===== src/rtl/koto_ofc_pkg.sv =====
// Shared definitions for the KOTO OFC header path: marker defaults, field widths and parser state encoding.
package koto_ofc_pkg;

    localparam logic [5:0] HDR_MARK_DEF = 6'h2A;
    localparam logic [7:0] TRL_MARK_DEF = 8'h5A;
    localparam int         SPILLNO_W    = 10;
    localparam int         EVTNO_W      = 16;
    localparam int         WORD_W       = 16;

    typedef enum logic [1:0] {
        ST_IDLE    = 2'd0,
        ST_EVT     = 2'd1,
        ST_PAYLOAD = 2'd2,
        ST_TRAIL   = 2'd3
    } parser_state_t;

endpackage


===== src/rtl/package_header_parser_if.sv =====
// Stream bundle between the ADC word source and the header parser, including parsed package results.
interface package_header_parser_if;
    import koto_ofc_pkg::*;

    logic [WORD_W-1:0]    din;
    logic                 din_valid;
    logic [SPILLNO_W-1:0] pkg_spillno;
    logic [EVTNO_W-1:0]   pkg_evtno;
    logic                 get_package;
    logic [WORD_W-1:0]    dout;
    logic                 dout_valid;
    logic                 frame_err;
    logic [15:0]          drop_counter;

    modport master (
        output din, din_valid,
        input  pkg_spillno, pkg_evtno, get_package, dout, dout_valid, frame_err, drop_counter
    );

    modport slave (
        input  din, din_valid,
        output pkg_spillno, pkg_evtno, get_package, dout, dout_valid, frame_err, drop_counter
    );

endinterface


===== src/rtl/pkg_xor8_acc.sv =====
// Running 8-bit XOR accumulator used for the package trailer checksum.
module pkg_xor8_acc (
    input  logic       clk,
    input  logic       reset,
    input  logic       clear,
    input  logic       enable,
    input  logic [7:0] data,
    output logic [7:0] acc
);

    always_ff @(posedge clk or posedge reset) begin
        if (reset) begin
            acc <= 8'h00;
        end else if (clear) begin
            acc <= 8'h00;
        end else if (enable) begin
            acc <= acc ^ data;
        end
    end

endmodule


===== src/rtl/package_header_parser.sv =====
// Parses ADC package frames (header, event word, NSAMPLE payload words, trailer) and reports spill/event numbers.
// Define PKG_CHECKSUM_EN to also require the trailer low byte to match the XOR of all payload bytes.
module package_header_parser
    import koto_ofc_pkg::*;
#(
    parameter int         NSAMPLE  = 64,
    parameter logic [5:0] HDR_MARK = HDR_MARK_DEF,
    parameter logic [7:0] TRL_MARK = TRL_MARK_DEF
) (
    input logic clk,
    input logic reset,
    package_header_parser_if.slave bus
);

    localparam int               CNT_W = $clog2(NSAMPLE + 1);
    localparam logic [CNT_W-1:0] LAST  = CNT_W'(NSAMPLE - 1);

    parser_state_t    state;
    logic [CNT_W-1:0] cnt;
    logic             trl_ok;

    function automatic logic [15:0] sat_inc(input logic [15:0] v);
        return (v == 16'hFFFF) ? v : v + 16'd1;
    endfunction

`ifdef PKG_CHECKSUM_EN
    logic [7:0] xor_acc;

    pkg_xor8_acc u_xor (
        .clk    (clk),
        .reset  (reset),
        .clear  (bus.din_valid && state == ST_EVT),
        .enable (bus.din_valid && state == ST_PAYLOAD),
        .data   (bus.din[15:8] ^ bus.din[7:0]),
        .acc    (xor_acc)
    );

    assign trl_ok = (bus.din[15:8] == TRL_MARK) && (bus.din[7:0] == xor_acc);
`else
    assign trl_ok = (bus.din[15:8] == TRL_MARK);
`endif

    always_ff @(posedge clk or posedge reset) begin
        if (reset) begin
            state            <= ST_IDLE;
            cnt              <= '0;
            bus.pkg_spillno  <= '0;
            bus.pkg_evtno    <= '0;
            bus.get_package  <= 1'b0;
            bus.dout         <= '0;
            bus.dout_valid   <= 1'b0;
            bus.frame_err    <= 1'b0;
            bus.drop_counter <= '0;
        end else begin
            bus.get_package <= 1'b0;
            bus.dout_valid  <= 1'b0;
            bus.frame_err   <= 1'b0;
            if (bus.frame_err) begin
                bus.drop_counter <= sat_inc(bus.drop_counter);
            end
            if (bus.din_valid) begin
                case (state)
                    ST_IDLE: begin
                        // Non-header words here are inter-package fill and are dropped quietly.
                        if (bus.din[15:10] == HDR_MARK) begin
                            bus.pkg_spillno <= bus.din[SPILLNO_W-1:0];
                            state           <= ST_EVT;
                        end
                    end
                    ST_EVT: begin
                        bus.pkg_evtno <= bus.din;
                        cnt           <= '0;
                        state         <= ST_PAYLOAD;
                    end
                    ST_PAYLOAD: begin
                        bus.dout       <= bus.din;
                        bus.dout_valid <= 1'b1;
                        cnt            <= cnt + CNT_W'(1);
                        if (cnt == LAST) begin
                            state <= ST_TRAIL;
                        end
                    end
                    ST_TRAIL: begin
                        // A header arriving here is a broken trailer; the package is lost, not restarted.
                        if (trl_ok) begin
                            bus.get_package <= 1'b1;
                        end else begin
                            bus.frame_err <= 1'b1;
                        end
                        state <= ST_IDLE;
                    end
                    default: state <= ST_IDLE;
                endcase
            end
        end
    end

endmodule


===== src/flat_wrapper.sv =====
// flat-port wrapper written by rule: the top's interface ports become plain ports
module package_header_parser_flat import koto_ofc_pkg::*;
#(
    parameter int         NSAMPLE  = 64,
    parameter logic [5:0] HDR_MARK = HDR_MARK_DEF,
    parameter logic [7:0] TRL_MARK = TRL_MARK_DEF
)
  (clk, reset, bus_din, bus_din_valid, bus_pkg_spillno, bus_pkg_evtno, bus_get_package, bus_dout, bus_dout_valid, bus_frame_err, bus_drop_counter);
  package_header_parser_if bus_i ();
  input logic clk;
  input logic reset;
  input wire logic [$bits(bus_i.din)-1:0] bus_din;
  input wire logic [$bits(bus_i.din_valid)-1:0] bus_din_valid;
  output wire logic [$bits(bus_i.pkg_spillno)-1:0] bus_pkg_spillno;
  output wire logic [$bits(bus_i.pkg_evtno)-1:0] bus_pkg_evtno;
  output wire logic [$bits(bus_i.get_package)-1:0] bus_get_package;
  output wire logic [$bits(bus_i.dout)-1:0] bus_dout;
  output wire logic [$bits(bus_i.dout_valid)-1:0] bus_dout_valid;
  output wire logic [$bits(bus_i.frame_err)-1:0] bus_frame_err;
  output wire logic [$bits(bus_i.drop_counter)-1:0] bus_drop_counter;
  assign bus_i.din = bus_din;
  assign bus_i.din_valid = bus_din_valid;
  assign bus_pkg_spillno = bus_i.pkg_spillno;
  assign bus_pkg_evtno = bus_i.pkg_evtno;
  assign bus_get_package = bus_i.get_package;
  assign bus_dout = bus_i.dout;
  assign bus_dout_valid = bus_i.dout_valid;
  assign bus_frame_err = bus_i.frame_err;
  assign bus_drop_counter = bus_i.drop_counter;
  package_header_parser #(.NSAMPLE(NSAMPLE), .HDR_MARK(HDR_MARK), .TRL_MARK(TRL_MARK)) u_core (.clk(clk), .reset(reset), .bus(bus_i));
endmodule

===== config.mk =====
export PLATFORM = sky130hd
export DESIGN_NAME = package_header_parser_flat
export DESIGN_NICKNAME = d
export VERILOG_FILES = /design/src/rtl/koto_ofc_pkg.sv /design/src/rtl/package_header_parser_if.sv /design/src/rtl/pkg_xor8_acc.sv /design/src/rtl/package_header_parser.sv /design/src/flat_wrapper.sv
export SDC_FILE = /design/constraint.sdc
export NUM_CORES = 1
export LEC_CHECK = 0
export CORE_MARGIN = 3
export CORE_UTILIZATION = 52
export DETAILED_ROUTE_END_ITERATION = 7
export PLACE_DENSITY_LB_ADDON = 0.2
export SYNTH_ARGS = -nofsm -noshare
export SYNTH_HDL_FRONTEND = slang
export SYNTH_SLANG_ARGS = --single-unit

===== constraint.sdc =====
create_clock -name clk -period 3.2 [get_ports clk]
set_clock_uncertainty 0.1 [all_clocks]
set_input_delay 0.48 -clock clk [delete_from_list [all_inputs] [get_ports clk]]
set_output_delay 0.48 -clock clk [all_outputs]
set_load 0.1 [all_outputs]

Word level (Yosys, flattened, before mapping)
Cells that the tools add are included.
{"block": "totals", "reg_bits": 70, "in_bits": 19, "output_inout_bits": 61}
{"block": "classes", "addsub": 2, "n_eq_ne": 9, "mux": 12, "bitwise": 1, "reduce_logical": 8}
{"op": "adder 16 x 1 -> 16 bit, second input constant", "n": 1}
{"op": "== test 16 bit, second input constant", "n": 1}
{"op": "one-hot mux 7 bit (2 select lines)", "n": 1}
{"op": "== test 8 x 7 -> 1 bit, second input constant", "n": 1}
{"op": "2-to-1 mux 1 bit", "n": 8}
{"op": "one-hot mux 2 bit (4 select lines)", "n": 1}
{"op": "AND reduction 2 bit", "n": 4}
{"op": "adder 7 x 1 -> 7 bit, second input constant", "n": 1}
{"op": "== test 7 x 6 -> 1 bit, second input constant", "n": 1}
{"op": "== test 6 bit, second input constant", "n": 1}
{"op": "AND reduction 3 bit", "n": 2}
{"op": "== test 2 bit, second input constant", "n": 2}
{"op": "2-to-1 mux 2 bit", "n": 2}
{"op": "inequality test 2 x 1 -> 1 bit, second input constant", "n": 2}
{"op": "== test 2 x 1 -> 1 bit, second input constant", "n": 1}
{"op": "logical NOT 2 bit", "n": 1}
{"op": "nonzero test 2 bit", "n": 1}
{"op": "inverter 1 bit", "n": 1}

Logic depth before layout (Yosys ltp)
{"block": "depth", "depth_word": 4, "ltp_mapped": 6, "depth_no_buf": 6}

Worst setup path after synthesis
Ideal clock, no wire load.
{"block": "synth_timing", "path_kind": "reg-to-reg", "from": "register u_core.bus.drop_counter[0]", "to": "register u_core.bus.drop_counter[1]", "arrival_time_ps": 2360, "t_required_ps": 2972, "path_slack_ps": 611, "stages_incl_launch_ff": 6, "path_buffers": 0, "cell_sequence": "dfrtp_1 > ha_1 > nand3_1 > nor4_4 > nand2b_2 > mux2_1"}
{"block": "synth_between", "elab_chain_len": 3}
{"element": "start, declared", "line": "package_header_parser_if.sv:22", "source": "output pkg_spillno, pkg_evtno, get_package, dout, dout_valid, frame_err, drop_counter"}
{"element": "start signal, assigned", "line": "package_header_parser.sv:59", "source": "bus.drop_counter <= sat_inc(bus.drop_counter);"}
{"element": "parallel branches: the longest is 3 deep, another holds adder 16 x 1 -> 16 bit"}
Parallel ways; which one is timed is not known.
A chain may end at the register's enable or synchronous reset.

Worst setup path after layout
{"block": "layout_timing", "from": "input bus_din[10]", "to": "register u_core.bus.pkg_spillno[8]"}
{"block": "layout_between", "elab_chain_len": 2}
{"element": "start, declared", "line": "flat_wrapper.sv:12", "source": "input wire logic [$bits(bus_i.din)-1:0] bus_din;"}
{"element": "== test 6 bit", "line": "package_header_parser.sv:65", "source": "if (bus.din[15:10] == HDR_MARK) begin"}
{"element": "AND reduction 3 bit (no source line)"}
{"element": "end signal, assigned", "line": "package_header_parser.sv:66", "source": "bus.pkg_spillno <= bus.din[SPILLNO_W-1:0];"}
{"element": "end, declared", "line": "package_header_parser_if.sv:22"}
No other way between the ends.

==> out/results.txt <==
GR peak layer -> met2
Setup Viol. Count Final -> 0
syn nets -> 257
Final period util -> 0.675
setup TNS -> 0 ns
Slew Limit Fails -> 0
gr usage total -> 0.193
vias -> 2134
initial antenna violation count -> 0
M1 GR Usage -> 0.242
Synth cell types -> 37
worst hold start -> u_core.cnt[4]
final wirelength -> 6300 um
CTS root buf -> clkbuf_8
R2R Path End -> u_core.bus.dout[5]
largest net degree at the start of global routing -> 71
met2 usage -> 0.306
post-synthesis sequential area ratio -> 0.579
Worst EP required -> 3.32 ns
Worst Path Arrival -> 2.28 ns
Avg WL per Cell -> 16.0 um
Die X -> 82.3 um
Worst path max stage delay -> 0.48 ns
CP cell instances -> clkdlybuf4s50_1, nand4bb_1, nor3b_1, and3_1, mux2_2
worst setup path class -> in -> reg
global route total overflow -> 0
yosys warns -> 0
Final ANT Viol Nets -> 0
Setup crit end kind -> flop
Avg Cell Area, Syn -> 13.0 um2
crit path max fanout -> 10
setup bufs post-CTS -> 0
first-pass GRT wire length -> 9680 um
DR pass1 iterations -> 4
IO Pins -> 80
Fmax -> 463 MHz
die area -> 6770 um2
RD Place Congestion -> 0.809
Rel. slew slack -> 0.452
Port Buffers -> 79
Post-CTS Hold Buffers -> 0
Die Ht -> 82.3 um
final worst path period need -> 2.16 ns
area growth from synthesis to layout -> 30.1%
# Max-Cap Violations -> 0
fill count -> 427
final net count -> 343
met3 usage -> 0.0607
core area -> 5570 um2
outcome -> completed
worst slew pin tran -> 0.819 ns
r2r setup slk -> 1.05 ns
worst r2r path cells -> 4
Post-route DRC -> 0
DR iter-0 viols -> 91
crit start category -> input port
number of buffers created by CTS -> 9
vias in the first global route -> 2035
Worst Hold Class -> reg -> reg
final hold violation count -> 0
Rows -> 27
Initial Utilization -> 0.543
commonest non-fill, non-tap cell in the layout -> dfrtp_1
CP max stage cell -> and3_1
Hold Path Sink -> u_core.cnt[4]
TritonCTS clock tree -> done
RSZ-0062 raised after global routing -> no
depth of the worst hold-timing path -> 1
Post-CTS Resized -> 0
DP HPWL -> 4470 um
Yosys reg bits -> 70
worst-skew pair later-pin latency -> 0.34 ns
htree depth -> 3
most frequent cells in the layout -> dfrtp_1 (70), buf_4 (61), mux2_2 (43)
reg2reg start -> u_core.state[0]
Clock Tree Buf Depth -> 2
post-synthesis instance total -> 232
vias per cell -> 5.40
# clock sinks -> 70
clock slew at reported path FFs -> 0.07 ns
Syn Std Cell Area -> 3030 um2
antenna fix cells -> 0
layout cells sized above 1 -> 0.396
-- Yosys cell counts --
cell type / number / area share
dfrtp_1: 70 / 0.58
mux2_2: 43 / 0.16
nand2_1: 15 / 0.019
nand3_1: 10 / 0.017
inv_1: 7 / 0.0087
xor2_1: 7 / 0.020
a21oi_1: 6 / 0.0099
ha_1: 6 / 0.025
nor2_1: 6 / 0.0074
o21ai_0: 6 / 0.0099
and4_1: 5 / 0.014
buf_2: 4 / 0.0066
nand4_1: 4 / 0.0083
nor3_1: 4 / 0.0066
xnor2_1: 4 / 0.012
and3_1: 3 / 0.0062
nor3b_1: 3 / 0.0074
nor4_1: 3 / 0.0062
o21a_1: 3 / 0.0074
o31ai_1: 3 / 0.0074
a31oi_1: 2 / 0.0041
nand4_2: 2 / 0.0083
nor4bb_1: 2 / 0.0066
a21o_1: 1 / 0.0025
a311oi_1: 1 / 0.0029
and2_1: 1 / 0.0021
buf_4: 1 / 0.0025
mux2_1: 1 / 0.0037
mux2i_1: 1 / 0.0033
nand2_2: 1 / 0.0021
nand2b_2: 1 / 0.0029
nand4bb_1: 1 / 0.0037
nor2b_1: 1 / 0.0021
nor4_2: 1 / 0.0041
nor4_4: 1 / 0.0070
o211ai_1: 1 / 0.0025
or2_2: 1 / 0.0021
-- logic make-up (layout without fill, tap and decap cells) --
family	count (synthesis)	after routing	synth area share
adder cells (fa/ha/maj)	6	6	0.0248
flip-flops	70	70	0.579
multiplexers	45	45	0.167
AND/OR/NAND/NOR	65	65	0.133
AO/OA/AOI/OAI	23	23	0.0467
buffers and inverters	12	103	0.0178
XOR/XNOR	11	11	0.0318
-- how the worst max path moves through the flow --
stage,startpoint,to,slack (ns),depth (start not counted)
after global placement,bus_din[10],u_core.bus.pkg_spillno[1],0.71,5
final,bus_din[10],u_core.bus.pkg_spillno[8],1.04,5
after floorplan,u_core.bus.drop_counter[0],u_core.bus.drop_counter[1],0.61,5
after detailed placement,bus_din[10],u_core.bus.pkg_spillno[8],0.68,5
after CTS,bus_din[10],u_core.bus.pkg_spillno[8],1.03,5
after global routing,bus_din[10],u_core.bus.pkg_spillno[8],0.93,5
-- state kept, by name (all words and copies together), names as in the netlist --
| name | flops |
|---|---|
| u_core.bus.dout_valid | 1 |
| u_core.state | 2 |
| u_core.bus.pkg_spillno | 10 |
| u_core.bus.get_package | 1 |
| u_core.bus.dout | 16 |
| u_core.bus.drop_counter | 16 |
| u_core.bus.pkg_evtno | 16 |
| u_core.bus.frame_err | 1 |
| u_core.cnt | 7 |
-- stage by stage --
step                      instances  hold WS, ns  setup slack, ns  area (um2)  utilization
final                           395        0.390             1.04        3940        0.706
after global routing            395        0.412            0.929        3940        0.706
after CTS                       395        0.391             1.03        3940        0.706
after detailed placement        379        0.377            0.683        3750        0.672
after global placement          379        0.368            0.714        3750        0.672
after floorplan                 232        0.345            0.611        3030            -
-- worst max-delay path, delay by kind of cell --
kind	cells	cell delay, ns
mux	1	0.39
simple gates	3	0.95
buf+inv	1	0.46
-- layout make-up --
class | instances | area, um2 | share of cell area
inverters | 7 | 26.3 | 0.00668
clock inverters | 6 | 62.6 | 0.0159
repair buffers | 80 | 658 | 0.167
well taps | 72 | 90.1 | 0.0229
clock buffers | 10 | 128 | 0.0324
multi-input cells | 150 | 1220 | 0.310
flip-flops and latches | 70 | 1750 | 0.445
-- layer usage --
layer | vias up | part of all wire | wire length (um)
met1 | 1053 | 0.42 | 2620
met2 | 58 | 0.49 | 3110
met4 | 0 | 0.020 | 129
met3 | 12 | 0.069 | 437
li1 | 1011 | - | -
met5 | - | 0 | 0
Power is left out: the tool's default activity adds up to more than one toggle a clock period on the data nets, which glitch-free logic cannot reach.
==> RTL edit 1 (config.mk and constraints unchanged) <==
`NSAMPLE` is set to 64 in 2 places; all go to 32.
--- a/src/rtl/package_header_parser.sv
+++ b/src/rtl/package_header_parser.sv
@@ -3,7 +3,7 @@
 module package_header_parser
     import koto_ofc_pkg::*;
 #(
-    parameter int         NSAMPLE  = 64,
+    parameter int         NSAMPLE  = 32,
     parameter logic [5:0] HDR_MARK = HDR_MARK_DEF,
     parameter logic [7:0] TRL_MARK = TRL_MARK_DEF
 ) (
--- a/src/flat_wrapper.sv
+++ b/src/flat_wrapper.sv
@@ -1,7 +1,7 @@
 // flat-port wrapper written by rule: the top's interface ports become plain ports
 module package_header_parser_flat import koto_ofc_pkg::*;
 #(
-    parameter int         NSAMPLE  = 64,
+    parameter int         NSAMPLE  = 32,
     parameter logic [5:0] HDR_MARK = HDR_MARK_DEF,
     parameter logic [7:0] TRL_MARK = TRL_MARK_DEF
 )
Function: no difference found for any inputs over 10 cycles, from zero or initial values and one cycle with reset high; that may be too few to reach the edited logic, so the function may still have changed.
==> RTL edit 1 against the original RTL <==
Design area rose by 0.13%; worst hold slack better by 0.0041 ns; count of clock-buffer cells in the layout decreased by 1; wire length fell by 0.87%; cell count rose by 0.25%; setup slack better by 0.087 ns; sequential cell count fell by 1; synthesized area shrank 0.79%; critical path type unchanged.
Power is left out: the tool's default activity adds up to more than one toggle a clock period on the data nets, which glitch-free logic cannot reach.
==> RTL edit 1: results (changes against the original RTL) <==
nets@finish=345 (+0.58%); via count=2,131 (-0.14%); Post-CTS Resized=0 (unchanged); share of cells above drive strength 1=0.4105 (+0.01421); CP arrival=2.19 ns (-0.09 ns); # fillers=435 (+1.9%); Detail Placement HPWL=4.431 mm (-0.96%); Clock Tree Root=clkbuf_8; clk buf depth=2 (unchanged); Ys Warns=0 (unchanged); total CTS buffers=9 (unchanged); Seq/Total Area, Yosys=0.5752 (-0.003751); clk slew on worst S/H paths=0.07 ns (about the same); H-tree depth=3 (unchanged); fraction of registers with async set or reset after synthesis=1.000 (unchanged); worst r2r src=u_core.state[0]$_DFFE_PP0P_; initial DRC count=116 (+27%); GRT Overall Usage=0.2016 (+0.008955); clk_lat worst skew=0.34 ns (about the same); first-pass detailed-route iteration total=4 (unchanged); CP max FO=10 (unchanged); Post-synth top cells=69 x dfrtp_1, 45 x mux2_2, 16 x nand2_1; wire length per cell=15.78 um (-1.1%); Synth area leaders=dfrtp_1 58%, mux2_2 17%, ha_1 2.5%, nand4_1 2.1%, nand2_1 2.0%; Post-Syn Nets=261 (+1.6%); initial antenna violation count=0 (unchanged); HP Start=u_core.cnt[5]$_DFFE_PP0P_; Placer Congestion=0.7880 (-2.6%); crit path from=bus_din[15]; status=finished clean; setup bufs post-CTS=0 (unchanged); pin count of the biggest net entering global routing=70 (-1.4%); first-pass GRT wire length=10.04 mm (+3.7%); synth unique cells=39 (+5.4%); Worst R2R Path Depth=4 (unchanged); Worst-Margin Slew=0.8496 ns (+0.03026 ns); Port Buffer Count=79 (unchanged); Antenna diodes=0 (unchanged); WHS Path Cells=1 (unchanged); largest registers=u_core.bus.dout (16), u_core.bus.drop_counter (16), u_core.bus.pkg_evtno (16); class of the worst hold path=reg -> reg
RTL edit 1: changes by cell type after synthesis, moves of 3 or more:
| cell | unedited run | this run |
|---|---|---|
| nor2_1 | 6 | 13 |
| nand4_1 | 4 | 10 |
| and4_1 | 5 | 2 |
| nor3b_1 | 3 | 0 |
| o21a_1 | 3 | 0 |
| xor2_1 | 7 | 4 |
RTL edit 1: critical path, cell delays in order:
cell and delay (ns):
clkdlybuf4s50_1 0.53, and4bb_2 0.24, nand2_1 0.07, nor2_2 0.47
mux2_2 0.40
RTL edit 1: cell families after synthesis:
kind of cell               Yosys count  share of synthesized area
muxes                               47                     0.1772
DFF                                 69                     0.5752
adders and majority gates            6                    0.02501
AOI/OAI and AO/OA                   19                    0.03752
buffers and inverters               15                    0.02084
and+or+nand+nor                     71                     0.1380
xor gates and xnor gates             9                    0.02626
RTL edit 1: final timing paths:
path                                                              end  slack (ns)
min in group asynchronous                   u_core.cnt[4]$_DFFE_PP0P_        0.60
worst max-delay path            u_core.bus.pkg_spillno[6]$_DFFE_PP0P_        1.13
max in group asynchronous       u_core.bus.pkg_spillno[9]$_DFFE_PP0P_        1.83
worst min register to register              u_core.cnt[5]$_DFFE_PP0P_        0.39
worst max register to register         u_core.bus.dout[4]$_DFFE_PP0P_        1.22
worst min-delay path                        u_core.cnt[5]$_DFFE_PP0P_        0.39
RTL edit 1: area by class of cell:
class | count | area share
timing repair buffer | 80 | 0.1638
tap | 72 | 0.02286
clock buffer | 9 | 0.03143
inverter | 8 | 0.007619
clock inverter | 6 | 0.02857
sequential | 69 | 0.4381
multi-input combinational | 152 | 0.3076
RTL edit 1: metrics by stage:
step                utilization  instances  hold WS, ns  area, sq um  setup slack, ns
floorplan                     -        236       0.3418         3002           0.6866
finish                   0.7114        396       0.3944         3941            1.126
global placement         0.6687        381       0.3633         3705           0.8287
global route             0.7114        396       0.4287         3941            1.029
CTS                      0.7114        396       0.3985         3941            1.133
detailed placement       0.6687        381       0.3821         3705           0.7625
RTL edit 1: metal layers:
layer	vias up	GRT usage	share of wire
met5	-	0	0
met3	12	0.06140	0.058
li1	1016	-	-
met1	1047	0.2546	0.43
met4	0	0.08970	0.019
met2	56	0.3191	0.50
==> RTL edit 2 (config.mk and constraints unchanged) <==
Made on the original files. Encoding of `parser_state_t`: now Gray code (2 bits for 4 states).
--- a/src/rtl/koto_ofc_pkg.sv
+++ b/src/rtl/koto_ofc_pkg.sv
@@ -8,10 +8,10 @@
     localparam int         WORD_W       = 16;
 
     typedef enum logic [1:0] {
-        ST_IDLE    = 2'd0,
-        ST_EVT     = 2'd1,
-        ST_PAYLOAD = 2'd2,
-        ST_TRAIL   = 2'd3
+        ST_IDLE    = 2'b00,
+        ST_EVT     = 2'b01,
+        ST_PAYLOAD = 2'b11,
+        ST_TRAIL   = 2'b10
     } parser_state_t;
 
 endpackage
Function: no difference found for any inputs over 10 cycles, from zero or initial values and one cycle with reset high; not proved beyond that.
==> RTL edit 2 against the original RTL <==
Global-route usage shrank 0.14 points; wire length is 5.2% lower; sequential cell count unchanged; setup slack gained 0.23 ns; maximum frequency up 12%; die area about the same; via count is 4.6% lower; synthesized area is essentially flat; count of clock-buffer cells in the layout rose by 2; register-to-register slack improved by 0.22 ns; design area is 1.1% lower; largest cell class unchanged.
==> RTL edit 2: results (changes against the original RTL) <==
status=finished clean; synth unique cells=38 (+2.7%); Post-synth top cells=70 x dfrtp_1, 41 x mux2_2, 15 x nand2_1; pin count of the biggest net entering global routing=40 (-44%); relative slew slack=0.5424 (+0.08988); wire length per cell=15.35 um (-3.8%); slowest stage cell, crit path=and4_1; Worst R2R Path Depth=5 (+1); HP Start=u_core.bus.pkg_spillno[0]$_DFFE_PP0P_; vias in the first global route=2,004 (-1.5%); Post-Syn Nets=252 (-1.9%); Seq/Total Area, Yosys=0.5792 (about the same); Detail Placement HPWL=4.344 mm (-2.9%); CP arrival=2.04 ns (-0.24 ns); setup slack, reg-to-reg=1.27 ns (+0.22 ns); Hold Path Sink=u_core.bus.pkg_spillno[0]$_DFFE_PP0P_; # fillers=433 (+1.4%); met2 GRT Util=0.2941 (-0.01202); Routed met3 length=440 um (+0.69%); routed vias/inst=5.234 (-3.1%); met3 Resource Use GR=0.07050 (+0.009761); Placer Congestion=0.7526 (-7.0%); Max stage delay on crit path=0.43 ns (-0.05 ns); nets@finish=333 (-2.9%); GRT Overall Usage=0.1913 (-0.001388); CP Class=reg -> reg; worst r2r src=u_core.bus.drop_counter[0]$_DFFE_PP0P_; first-pass GRT wire length=9.660 mm (-0.21%); M1 GR Usage=0.2391 (-0.002997); CP max FO=7 (-3); Metal-1 WL=2.606 mm (-0.69%); Synth area leaders=dfrtp_1 58%, mux2_2 15%, xnor2_1 2.9%, nand2_1 1.9%, nand3_1 1.8%
RTL edit 2: per-stage QoR:
step	area, sq um	cells	setup WS [ns]	hold slack [ns]
after floorplan	3024	231	0.8213	0.3761
after global placement	3711	373	0.9741	0.3663
after detailed placement	3711	373	0.9529	0.3935
after CTS	3894	389	1.270	0.4097
final	3894	389	1.272	0.4074
after global routing	3894	389	1.143	0.4148
RTL edit 2: area by class of cell:
class	instances	share of cell area
Clock buffer	12	0.03470
Clock inverter	4	0.01221
Inverter	7	0.006748
Multi-Input combinational cell	144	0.3043
Sequential cell	70	0.4499
Tap cell	72	0.02314
Timing Repair Buffer	80	0.1690
RTL edit 2: kinds of logic after synthesis:
kind of cell               after synthesis  share of synthesized area
adders and majority gates                2                   0.008273
muxes                                   47                     0.1742
DFF                                     70                     0.5792
AOI/OAI and AO/OA                       20                    0.03848
buffers and inverters                   17                    0.02896
and+or+nand+nor                         65                     0.1419
xor gates and xnor gates                10                    0.02896
